==> src/rtl/mat_pkg.sv <==
// Shared constants and FSM state type for the matrix frame loader.
package mat_pkg;
  localparam int unsigned W     = 16;
  localparam int unsigned N     = 3;
  localparam int unsigned ELEMS = N * N;
  localparam int unsigned FRAME = 2 * N * N;

  typedef enum logic [1:0] {
    LOAD_A,
    LOAD_B,
    RUN
  } state_t;
endpackage

==> src/rtl/frame_counter.sv <==
// Counts accepted words within a frame, wrapping after the last word of the frame.
module frame_counter
  import mat_pkg::*;
#(
  parameter int unsigned LEN = mat_pkg::FRAME,
  parameter int unsigned CW  = $clog2(LEN)
) (
  input  logic          i_clk,
  input  logic          i_rst,
  input  logic          i_inc,
  input  logic          i_clr,
  output logic [CW-1:0] o_count
);

  // NOTE: sequential state uses non-blocking assignments so every flop samples pre-edge values.
  always_ff @(posedge i_clk or posedge i_rst) begin
    if (i_rst) begin
      o_count <= '0;
    end else if (i_clr) begin
      o_count <= '0;
    end else if (i_inc) begin
      o_count <= (o_count == CW'(LEN - 1)) ? '0 : o_count + 1'b1;
    end
  end

endmodule

==> src/rtl/mat_loader.sv <==
// Assembles a streamed frame of A then B elements into flat matrices and hands them to the control unit.
module mat_loader
  import mat_pkg::*;
#(
  parameter int unsigned W = mat_pkg::W,
  parameter int unsigned N = mat_pkg::N
) (
  input  logic             i_clk,
  input  logic             i_rst,
  input  logic             i_valid,
  input  logic [W-1:0]     i_data,
  input  logic             i_last,
  input  logic             i_mode,
  output logic             o_ready,
  output logic [W*N*N-1:0] o_A,
  output logic [W*N*N-1:0] o_B,
  output logic             o_mode,
  output logic             o_en,
  input  logic             i_done,
  output logic             o_busy,
  output logic             o_err,
  input  logic             i_err_clr
);

  localparam int unsigned NE = N * N;
  localparam int unsigned NF = 2 * NE;
  localparam int unsigned CW = $clog2(NF);

  state_t          state, state_nxt;
  logic [CW-1:0]   cnt;
  logic [CW-1:0]   slot;
  int unsigned     slot_lsb;
  logic            accept;
  logic            at_a_end;
  logic            at_final;
  logic            err_evt;
  logic            run_done;

  assign accept   = i_valid && o_ready;
  assign at_a_end = (cnt == CW'(NE - 1));
  assign at_final = (cnt == CW'(NF - 1));
  // A framing error is i_last on the wrong word, or its absence on the final word.
  assign err_evt  = accept && (i_last != at_final);
  assign run_done = (state == RUN) && i_done;

  frame_counter #(
    .LEN (NF),
    .CW  (CW)
  ) u_frame_counter (
    .i_clk   (i_clk),
    .i_rst   (i_rst),
    .i_inc   (accept),
    .i_clr   (err_evt || run_done),
    .o_count (cnt)
  );

  always_ff @(posedge i_clk or posedge i_rst) begin
    if (i_rst) begin
      state <= LOAD_A;
    end else begin
      state <= state_nxt;
    end
  end

  // NOTE: every signal driven in always_comb gets a default first, otherwise a latch is inferred.
  always_comb begin
    state_nxt = state;
    unique case (state)
      LOAD_A: if (accept) state_nxt = err_evt ? LOAD_A : (at_a_end ? LOAD_B : LOAD_A);
      LOAD_B: if (accept) state_nxt = err_evt ? LOAD_A : (at_final ? RUN : LOAD_B);
      RUN:    if (i_done) state_nxt = LOAD_A;
      default: state_nxt = LOAD_A;
    endcase
  end

  always_comb begin
    o_ready = (state != RUN);
    o_en    = (state == RUN);
    o_busy  = (state == RUN);
  end

  // Element (0,0) lands in the most significant word of each flat matrix.
  always_comb begin
    slot     = (state == LOAD_B) ? cnt - CW'(NE) : cnt;
    slot_lsb = (NE - 1 - int'(slot)) * W;
  end

  // NOTE: the matrix registers are reset because downstream logic observes them as zero after reset.
  always_ff @(posedge i_clk or posedge i_rst) begin
    if (i_rst) begin
      o_A    <= '0;
      o_B    <= '0;
      o_mode <= 1'b0;
    end else if (accept) begin
      if (cnt == '0) o_mode <= i_mode;
      if (state == LOAD_A) o_A[slot_lsb +: W] <= i_data;
      else                 o_B[slot_lsb +: W] <= i_data;
    end
  end

  // A new error outranks a clear arriving on the same edge.
  always_ff @(posedge i_clk or posedge i_rst) begin
    if (i_rst) begin
      o_err <= 1'b0;
    end else if (err_evt) begin
      o_err <= 1'b1;
    end else if (i_err_clr) begin
      o_err <= 1'b0;
    end
  end

endmodule

==> config.mk <==
export PLATFORM = sky130hd
export DESIGN_NAME = mat_loader
export DESIGN_NICKNAME = d
export VERILOG_FILES = /design/src/rtl/mat_pkg.sv /design/src/rtl/frame_counter.sv /design/src/rtl/mat_loader.sv
export SDC_FILE = /design/constraint.sdc
export NUM_CORES = 1
export LEC_CHECK = 0
export CELL_PAD_IN_SITES_DETAIL_PLACEMENT = 0
export CELL_PAD_IN_SITES_GLOBAL_PLACEMENT = 1
export CORE_ASPECT_RATIO = 1.4
export CORE_MARGIN = 1
export CORE_UTILIZATION = 41
export DETAILED_ROUTE_END_ITERATION = 7
export PLACE_DENSITY = 0.92
export SLEW_MARGIN = 20
export SYNTH_ARGS = -nofsm -noshare
export SYNTH_HDL_FRONTEND = slang
export SYNTH_SLANG_ARGS = --single-unit
==> constraint.sdc <==
create_clock -name i_clk -period 35 [get_ports i_clk]
set_clock_uncertainty 0.2 [all_clocks]
set_input_delay 8.75 -clock i_clk [delete_from_list [all_inputs] [get_ports i_clk]]
set_output_delay 8.75 -clock i_clk [all_outputs]
set_load 0.02 [all_outputs]
# Word-level counts from Yosys, hierarchy flattened
# Index checks and enable logic that the tools add are counted.
# totals
ff_bits	297
input_bits	23
output_inout_bits	293
word_cells	50
# classes
add_sub_neg	4
n_eq_ne	9
n_shift	2
mux	16
bitwise_logic	1
n_reduce_logical	12
# ops
operator	count
$bwmux 144	2
$shift 16x34->144 const A	1
$shiftx 16x34->144	1
$neg 32->34	1
$mux 5	4
$mux 2	5
$ne 2x2->1 const B	4
$pmux 2 s3	1
$reduce_and 2->1	3
$sub 4x5->6 const A	1
$add 5x1->5 const B	1
$eq 5x4->1 const B	1
$eq 5x5->1 const B	1
$logic_not 5->1	1
$sub 5x4->5 const B	1
$mux 1	4
$reduce_bool 2->1	2
$logic_and 1x1->1	3
$reduce_and 3->1	1
$eq 2x1->1 const B	1
$eq 2x2->1 const B	1
$logic_not 2->1	1
$logic_or 1x1->1	1
$ne 1x1->1	1
$not 1->1	1

# Depth between registers and ports, before layout
# Gate-level depths: netlist of the first run.
# logic_depth
word_depth	6
mapped_depth	20
ltp_nobuf	17

# Hierarchy
# A second synthesis of the first run with hierarchy kept.
# hier_totals
cells_unflattened	1131
area_unflattened_um2	11922.7
# by_module_without_submodules
module	instances	cells_each	area_per_inst_um2	seq_area_each_um2
mat_loader	1	1101	11644.9	7307.0
frame_counter	1	30	277.8	125.1

# Worst setup path before layout of the first run
# Ideal clock, no wire load.
# synth_timing
kind	input port to flip-flop
from	in i_valid
to	reg o_A[80]
setup_ns	0.125
arrival_time_ns	10.340
required_ns	34.675
path_slack_ns	24.335
path_stages	6
path_buffers	1
cell_sequence	nor3b_1 > nand2_1 > or2_2 > a2111oi_4 > buf_6 > mux2_4
# synth_between
elab_chain_len	2
# synth_rtl
item	line	rtl
from (decl)	mat_loader.sv:10	input logic i_valid,
$logic_and 1x1->1	mat_loader.sv:39	assign accept = i_valid && o_ready;
$reduce_and 2->1 (no line)	--	
to (signal, indexed assignment)	mat_loader.sv:96	if (state == LOAD_A) o_A[slot_lsb +: W] <= i_data;
to (decl)	mat_loader.sv:15	output logic [W*N*N-1:0] o_A,
# Every way passes these cells.
# A chain may end at the register's enable or synchronous reset.

# Final worst setup path of the first run
# layout_timing
from	in i_valid
to	reg o_A[96]
# The elaborated chain is that of the path after synthesis.

==> impl_results.md, run 1 <==
- Status: finished with violations
- Failing checks: DRC
- Area Growth Syn to Fin: 33.8%
- CP arrival: 11.40 ns
- Most common cell after layout, fill and taps aside: clkdlybuf4s50_1
- Final cell count without fillers: 1676
- WL final: 36.4 mm
- Vias: 8840
- Largest net degree at the start of global routing: 184
- Grt ovf: 0
- Setup repair bufs after CTS: 0
- Storage cell area: 0.00743 sq mm
- LEAKAGE: 8.06 nW
- Synth warnings: 0
- Syn nets: 986
- CP Launch Type: primary input
- Setup WS post-layout: 23.84 ns
- Period utilization: 0.319
- CP required: 35.24 ns
- Vert. Die Dim: 213 um
- Max Freq: 89.6 MHz
- Post-Synthesis Cells: 950
- Worst setup EP type: flip-flop
- Setup TNS: 0 ns
- IO buf count: 315
- CTS root buf: clkbuf_16
- Number of gates resized after CTS: 0
- RSZ-0062 raised after global routing: false
- Power per cell area: 61.5 mW/mm^2
- Vias per inst: 5.27
- Post-route ant nets: 0
- DRC viols: 21
- Yosys reg bits: 297
- Crit path time final: 11.16 ns
- Htree depth: 1
- Final Cell Area: 0.0174 sq mm
- Most frequent cells in the layout: clkdlybuf4s50_1, dfrtp_1, mux2_2
- Setup WS pre-CTS: 23.30 ns
- Detailed-route wire length per cell: 21.7 um
- First drt pass iteration count: 8
- IO Pins: 316
- Fillers: 2574
- Fin. max-slew vios: 0
- Main synth FF type: dfrtp_1
- Clk buf depth: 3
- Drt initial violations: 405
- Layout cells sized above 1: 0.274
- Max-slew headroom: 0.267
- Placer Congestion: 0.846
- Worst setup path class: primary input to flip-flop
- Starting density of the core: 0.420
- Worst skew pair latency: 0.57 ns
- Post-synth EDFFs: 0
- Clk sinks: 297
- VDD IR-drop max: 0.0441 mV
- Tot GR Track Use: 0.223
- Hpwl dp: 26.5 mm
- Row count: 76
- Final net count: 1300
- Die area: 0.0325 sq mm
- Area after DPL: 0.0165 sq mm
- Multi-input gate area: 0.00522 sq mm
- Post-synth ARST share: 1.00
- Ant diodes: 0
- Global-route met1 utilization: 0.248
- HP Class: flip-flop to flip-flop
- GR Util met2: 0.412
- Total power: 1.07 mW
- CORE AREA: 0.0310 sq mm
- Fin. Hold Viols: 0
- Critical path fanouts, max: 16
- Top Usage Layer GRT: met2
- Placed cells: 1622
- Max Cap Viol: 0
- Sequential share of the synthesized area: 0.571
- Mean post-synth cell area: 13.7 sq um
- First-pass GRT wire length: 55.7 mm
- Vias in the first global route: 9359
- Initial antenna violation count: 0
- Die extent in x: 153 um
- CTS tree: yes
- Hold buffers post-CTS: 0
- Finish-stage setup viols: 0
- Number of CTS-inserted buffers: 30
- Synth cell types: 67
- Synth Cell Area: 0.0130 sq mm
- Worst-margin pin slew: 1.10 ns
- Clk slew on worst S/H paths: 0.06 ns
- GR met3 Demand/Resource: 0.0461
-- final cells by class --
cell class                 count  area share
clock buffer                  44      0.0507
clock inverter                10     0.00467
inverter                      11     0.00280
multi-input combinational    596       0.300
sequential                   297       0.427
tap                          390      0.0280
timing repair buffer         328       0.187
-- per-layer routing --
metal | part of all wire | wire length (um) | vias up
met3 | 0.065 | 2350 | 78
met1 | 0.37 | 13400 | 4531
li1 | - | - | 3940
met5 | 0 | 0 | -
met4 | 0.039 | 1420 | 0
met2 | 0.53 | 19300 | 291
-- synthesized netlist by cell type (3+ instances only) --
library cell | number | area, sq um
a2111oi_4 | 4 | 110
a21oi_1 | 3 | 15.0
and2_1 | 34 | 213
buf_2 | 9 | 45.0
buf_4 | 3 | 22.5
buf_6 | 10 | 113
clkbuf_1 | 20 | 75.1
dfrtp_1 | 297 | 7430
ha_1 | 13 | 163
inv_1 | 11 | 41.3
mux2_2 | 195 | 2200
mux2_4 | 61 | 916
nand2_1 | 69 | 259
nand2b_1 | 4 | 25.0
nand3_1 | 10 | 50.1
nor2_1 | 75 | 282
nor3_1 | 11 | 55.1
nor3_2 | 3 | 30.0
o211ai_1 | 3 | 22.5
o21ai_0 | 43 | 215
o22ai_1 | 3 | 18.8
or2_2 | 6 | 37.5
xnor2_1 | 6 | 52.6
-- cell families after synthesis --
family	synth area share
multiplexers	0.243
flip-flops	0.571
adder cells (fa/ha/maj)	0.0125
AO/OA/AOI/OAI	0.0476
AND/OR/NAND/NOR	0.0922
XOR/XNOR	0.00538
buffers and inverters	0.0280
-- registers in the layout (all words and copies together) (netlist names) --
register,cells
o_B,144
o_err,1
state,2
o_mode,1
o_A,144
u_frame_counter.o_count,5
-- power by group --
group / switching [mW] / total [mW] / internal, mW
clock network: 0.135 / 0.310 / 0.175
registers: 0.0171 / 0.379 / 0.362
logic: 0.262 / 0.382 / 0.120
-- worst max-delay path, stage by stage --
cell,delay [ns]
clkdlybuf4s50_1,0.62
nor3b_1,0.35
nand2_1,0.19
or2_2,0.37
a2111o_1,0.67
mux2_4,0.44
-- path summary, 6_finish.rpt --
check	slack, ns	depth (start not counted)	end	from
setup / recovery	23.84	6	o_A[96]$_DFFE_PP0P_	i_valid
max in group asynchronous	24.54	3	o_B[89]$_DFFE_PP0P_	i_rst
hold / removal	0.28	2	o_A[140]$_DFFE_PP0P_	o_A[140]$_DFFE_PP0P_
min in group asynchronous	8.55	2	o_B[93]$_DFFE_PP0P_	i_rst
setup reg to reg	29.03	17	o_A[96]$_DFFE_PP0P_	u_frame_counter.o_count[0]$_DFFE_PP0P_
hold reg to reg	0.28	2	o_A[140]$_DFFE_PP0P_	o_A[140]$_DFFE_PP0P_
-- per-stage QoR --
stage	hold WS [ns]	util
4_1_cts	0.283	0.562
5_1_grt	0.302	0.562
2_1_floorplan	0.302	-
3_3_place_gp	0.262	0.531
3_5_place_dp	0.270	0.531
6_report	0.279	0.562
No activity file was read; power rests on OpenSTA's default activity.
==> run 2, diff against run 1 <==
--- a/config.mk
+++ b/config.mk
@@ -9,9 +9,9 @@
 export CELL_PAD_IN_SITES_GLOBAL_PLACEMENT = 1
 export CORE_ASPECT_RATIO = 1.4
 export CORE_MARGIN = 1
-export CORE_UTILIZATION = 41
+export CORE_UTILIZATION = 40
 export DETAILED_ROUTE_END_ITERATION = 7
-export PLACE_DENSITY = 0.92
+export PLACE_DENSITY = 0.9
 export SLEW_MARGIN = 20
 export SYNTH_ARGS = -nofsm -noshare
 export SYNTH_HDL_FRONTEND = slang
==> constraint.sdc (replaced) <==
create_clock -name i_clk -period 10.3 [get_ports i_clk]
set_clock_uncertainty 0.2 [all_clocks]
set_input_delay 2.575 -clock i_clk [delete_from_list [all_inputs] [get_ports i_clk]]
set_output_delay 2.575 -clock i_clk [all_outputs]
set_load 0.02 [all_outputs]
==> run 2 against run 1 <==
Compared with the run above:
- the flow now finishes without violations
- die area rose by 2.5%
- core utilization decreased by 1.3 points
- worst hold slack improved by 0.0049 ns
- setup slack worse by 19 ns
- flip-flop and latch count unchanged
- first-iteration DRC count down 8.4%
- via count about the same
- global-route usage hardly changed
- count of clock-buffer cells in the layout is the same
- critical path depth up 10
- register-to-register slack got worse by 25 ns
- final cell count increased by 0.30%
- critical endpoint unchanged
- largest power group unchanged
- highest routed layer unchanged
==> impl_results.md, run 2 (synthesis results as in run 1) <==
- Status: finished, final reports clean
- Clock network fraction of design power: 0.298
- Storage cell area: 0.00743 sq mm
- Max-slew headroom: 0.362
- CP Launch Type: flip-flop
- IO buf count: 315
- Most common cell after layout, fill and taps aside: clkdlybuf4s50_1
- Total power: 3.69 mW
- Hpwl dp: 26.6 mm
- Finish-stage setup viols: 0
- Setup TNS: 0 ns
- Crit path cell chain: inv_1 -> ha_1 -> nand2_1 -> o21ai_0 -> ha_1 -> nor2_1 -> mux2_4 -> nand3_1 -> or2_2 -> ha_2 -> nand4b_1 -> nor4_2 -> o21ai_4 -> or2_2 -> a2111o_1 -> mux2_4
- Net Sw Power: 1.42 mW
- Max Freq: 173 MHz
- Number of CTS-inserted buffers: 29
- CP required: 10.55 ns
- CORE AREA: 0.0318 sq mm
- Hold_sp: o_A[140]$_DFFE_PP0P_
- Number of gates resized after CTS: 0
- First drt pass iteration count: 4
- Critical path fanouts, max: 38
- WL final: 36.6 mm
- Fin. Hold Viols: 0
- Placer Congestion: 0.812
- VDD IR-drop max: 0.159 mV
- HP Class: flip-flop to flip-flop
- Internal: 2.28 mW
- Sequential Power Share: 0.349
- Vert. Die Dim: 215 um
- Period utilization: 0.562
- Detailed-route wire length per cell: 21.8 um
- Max Cap Viol: 0
- DRC viols: 0
- IO Pins: 316
- Setup slack, reg-to-reg: 4.51 ns
- Initial antenna violation count: 1
- Multi-input gate area: 0.00522 sq mm
- Largest net degree at the start of global routing: 170
- Htree depth: 1
- CTS root buf: clkbuf_16
- Area Growth Syn to Fin: 34.1%
- Die extent in x: 154 um
- Slowest CP cell: ha_2
- Layout cells sized above 1: 0.275
- Worst skew pair latency: 0.57 ns
- Tot GR Track Use: 0.223
- Power share of the combinational group: 0.353
- Critical path launch point: u_frame_counter.o_count[0]$_DFFE_PP0P_
- R2R depth: 16
- Die area: 0.0333 sq mm
- Most frequent cells in the layout: clkdlybuf4s50_1, dfrtp_1, mux2_2
- Power per cell area: 212 mW/mm^2
- Hold buffers post-CTS: 0
- Net Sw Frac: 0.384
- Top Registers: o_A (144), o_B (144), u_frame_counter.o_count (5)
- Worst setup EP type: flip-flop
- Vias per inst: 5.26
- Setup repair bufs after CTS: 0
- Vias: 8844
- CTS tree: yes
- Worst r2r src: u_frame_counter.o_count[0]$_DFFE_PP0P_
- Worst-margin pin slew: 0.937 ns
- Fillers: 2614
- Drt initial violations: 371
- Starting density of the core: 0.409
- Clk buf depth: 3
- RSZ-0062 raised after global routing: false
- Crit path time final: 5.79 ns
- Clk slew on worst S/H paths: 0.07 ns
- Worst path max stage delay: 0.74 ns
- Worst setup path class: flip-flop to flip-flop
- Fin. max-slew vios: 0
- First-pass GRT wire length: 56.5 mm
- Core Util, Final: 0.549
- Vias in the first global route: 9279
- Hold Path Depth: 2
- Grt ovf: 0
- LEAKAGE: 8.07 nW
- Post-route ant nets: 0
- Hold_ws: 0.284 ns
- CP arrival: 6.04 ns
- Row count: 77
- Final net count: 1299
- Clk sinks: 297
[run 2: changes by cell type in the layout (fill, tap and decap cells not counted), sizes merged]
cell / previous run / this run
bufinv: 0 / 2
clkinv: 9 / 5
clkinvlp: 1 / 2
diode: 0 / 1
[run 2: worst paths after layout]
path,to
worst max-delay path,o_A[96]$_DFFE_PP0P_
worst min-delay path,o_A[140]$_DFFE_PP0P_
worst max register to register,o_A[96]$_DFFE_PP0P_
worst min register to register,o_A[140]$_DFFE_PP0P_
max in group asynchronous,o_A[18]$_DFFE_PP0P_
min in group asynchronous,o_B[15]$_DFFE_PP0P_
[run 2: metrics by stage]
step	cell area [sq um]	setup slack (ns)	cells
after floorplan	13000	3.58	950
after global placement	16500	4.43	1627
after detailed placement	16500	4.19	1627
after CTS	17500	4.17	1680
after global routing	17500	4.20	1681
final	17500	4.51	1681
[run 2: routing by layer]
metal | vias to the layer above | global-route usage | wire length [um]
li1 | 3937 | - | -
met1 | 4550 | 0.259 | 14100
met2 | 282 | 0.397 | 18900
met3 | 75 | 0.0446 | 2250
met4 | 0 | 0.0914 | 1460
met5 | - | 0 | 0
[run 2: area by class of cell]
cell class,instances,area share
Antenna cell,1,0.000143
Clock buffer,44,0.0505
Clock inverter,9,0.00667
Inverter,11,0.00258
Multi-Input combinational cell,596,0.299
Sequential cell,297,0.426
Tap cell,395,0.0283
Timing Repair Buffer,328,0.187
[run 2: worst max-delay path, delay by kind of cell, from the launching register on]
| kind | cells | cell delay, ns |
|---|---|---|
| and+or+nand+nor | 7 | 1.70 |
| DFF | 1 | 0.64 |
| muxes | 2 | 0.66 |
| adders and majority gates | 3 | 1.43 |
| buffers and inverters | 1 | 0.12 |
| AOI/OAI and AO/OA | 3 | 0.91 |
[run 2: power groups by stage]
stage	Combinational [mW]	Clock [mW]	Sequential [mW]
3_3_place_gp	1.27	0	1.30
6_report	1.30	1.10	1.29
2_1_floorplan	0.805	0	1.36
5_1_grt	1.43	1.17	1.30
3_5_place_dp	1.31	0	1.31
4_1_cts	1.31	1.13	1.29
==> run 3, diff against run 2 <==
==> constraint.sdc (replaced) <==
create_clock -name i_clk -period 5.95 [get_ports i_clk]
set_clock_uncertainty 0.2 [all_clocks]
set_input_delay 1.4875 -clock i_clk [delete_from_list [all_inputs] [get_ports i_clk]]
set_output_delay 1.4875 -clock i_clk [all_outputs]
set_load 0.02 [all_outputs]
==> run 3 against run 2 <==
Compared with the run above:
- via count down 0.46%
- non-clock buffer count rose by 14
- routed wire length shrank 0.72%
- sequential share of layout area down 0.29 points
- cell area up 0.69%
- flip-flop and latch count is the same
- global-route usage down 0.18 points
- worst hold slack got worse by 0.0050 ns
- clock power is 78% higher
==> impl_results.md, run 3 (synthesis results as in run 1) <==
- CP arrival: 5.81 ns
- Storage cell area: 0.00743 sq mm
- Vias in the first global route: 9454
- CP required: 6.19 ns
- Grt ovf: 0
- Sequential Power Share: 0.342
- Final net count: 1313
- Clk buf depth: 3
- Placer Congestion: 0.848
- Die extent in x: 154 um
- Power share of the combinational group: 0.355
- Setup WS pre-CTS: 0.401 ns
- Hold buffers post-CTS: 0
- Worst-margin pin slew: 0.938 ns
- Crit path time final: 5.57 ns
- Worst setup path class: flip-flop to flip-flop
- Setup slack, reg-to-reg: 0.38 ns
- Clk sinks: 297
- Vert. Die Dim: 215 um
- R2r endpoint: o_A[127]$_DFFE_PP0P_
- Clock network fraction of design power: 0.303
- RSZ-0062 raised after global routing: false
- Multi-input gate area: 0.00522 sq mm
- Detailed-route wire length per cell: 21.5 um
- LEAKAGE: 8.14 nW
- Period utilization: 0.936
- HP Class: flip-flop to flip-flop
- Worst r2r src: u_frame_counter.o_count[1]$_DFFE_PP0P_
- IO Pins: 316
- Initial antenna violation count: 0
- Number of gates resized after CTS: 0
- VDD IR-drop max: 0.279 mV
- Critical path fanouts, max: 16
- WL final: 36.4 mm
- Status: finished, final reports clean
- WHS Endpoint: o_B[139]$_DFFE_PP0P_
- Hpwl dp: 26.5 mm
- Hold Path Depth: 2
- Fin. max-slew vios: 0
- Number of CTS-inserted buffers: 29
- Fin. Hold Viols: 0
- CORE AREA: 0.0318 sq mm
- IO buf count: 315
- Vias: 8803
- Net Sw Frac: 0.380
- First drt pass iteration count: 4
- R2R depth: 16
- Worst skew pair latency: 0.57 ns
- Row count: 77
- Vias per inst: 5.20
- Drt initial violations: 362
- Internal: 4.01 mW
- Worst setup EP type: flip-flop
- Area Growth Syn to Fin: 35.1%
- Hold_sp: o_B[139]$_DFFE_PP0P_
- Starting density of the core: 0.409
- Setup repair bufs after CTS: 0
- Placed cells: 1641
- Power per cell area: 368 mW/mm^2
- Hold_ws: 0.279 ns
- Total power: 6.46 mW
- Ant diodes: 0
- Final cell count without fillers: 1694
- Fillers: 2651
- Net Sw Power: 2.45 mW
- Max-slew headroom: 0.373
- Most common cell after layout, fill and taps aside: clkdlybuf4s50_1
- Finish-stage setup viols: 0
- CP Launch Type: flip-flop
- CTS root buf: clkbuf_16
- Layout cells sized above 1: 0.281
- Htree depth: 1
- Most frequent cells in the layout: clkdlybuf4s50_1, dfrtp_1, mux2_2
- Setup WS post-layout: 0.382 ns
- Setup TNS: 0 ns
- Max Cap Viol: 0
- CTS tree: yes
- Post-route ant nets: 0
- Max Freq: 180 MHz
- Largest net degree at the start of global routing: 133
- DRC viols: 0
- Tot GR Track Use: 0.221
- Top Registers: o_A (144), o_B (144), u_frame_counter.o_count (5)
- Clk slew on worst S/H paths: 0.07 ns
- First-pass GRT wire length: 55.9 mm
- Die area: 0.0333 sq mm
run 3: critical path, cell delays in order (launching register included):
cell	delay, ns
dfrtp_1	0.52
inv_1	0.13
ha_1	0.32
nand2_1	0.06
o21ai_0	0.10
ha_1	0.34
nor2_1	0.21
mux2_4	0.22
nand3_1	0.19
or2_2	0.37
ha_1	0.28
or4_1	0.54
nor4_2	0.33
o21ai_4	0.15
or2_2	0.37
a2111o_1	0.67
mux2_2	0.42
run 3: metal layers:
layer | part of all wire | track usage | wire length (um) | vias to the layer above
met1 | 0.39 | 0.251 | 14000 | 4431
met5 | 0 | 0 | 0 | -
met3 | 0.061 | 0.0476 | 2210 | 98
met4 | 0.057 | 0.122 | 2060 | 0
met2 | 0.50 | 0.384 | 18100 | 303
li1 | - | - | - | 3971
run 3: area by class of cell:
class                           instances  share of cell area
Clock buffer                           43              0.0483
Clock inverter                         10             0.00968
Inverter                               11             0.00256
Multi-Input combinational cell        596               0.297
Sequential cell                       297               0.423
Tap cell                              395              0.0281
Timing Repair Buffer                  342               0.192
run 3: worst max path at each step:
stage,from,to,slack [ns],cells after the start
detailed placement,u_frame_counter.o_count[1]$_DFFE_PP0P_,o_A[121]$_DFFE_PP0P_,0.40,16
CTS,u_frame_counter.o_count[1]$_DFFE_PP0P_,o_A[119]$_DFFE_PP0P_,0.39,16
global route,u_frame_counter.o_count[1]$_DFFE_PP0P_,o_A[116]$_DFFE_PP0P_,0.15,16
global placement,u_frame_counter.o_count[1]$_DFFE_PP0P_,o_A[117]$_DFFE_PP0P_,0.53,16
floorplan,i_rst,o_A[0]$_DFFE_PP0P_,0.32,1
finish,u_frame_counter.o_count[1]$_DFFE_PP0P_,o_A[127]$_DFFE_PP0P_,0.38,16
run 3: power groups by stage:
stage | registers [mW] | clock network, mW | logic, mW
2_1_floorplan | 2.35 | 0 | 1.39
4_1_cts | 2.21 | 2.01 | 2.30
3_5_place_dp | 2.25 | 0 | 2.30
5_1_grt | 2.23 | 2.07 | 2.49
6_report | 2.21 | 1.96 | 2.29
3_3_place_gp | 2.24 | 0 | 2.24
run 3: through the flow:
step / util / cell area [sq um]
final: 0.553 / 17600
after global routing: 0.553 / 17600
after CTS: 0.553 / 17600
after detailed placement: 0.521 / 16600
after global placement: 0.521 / 16600
after floorplan: - / 13000
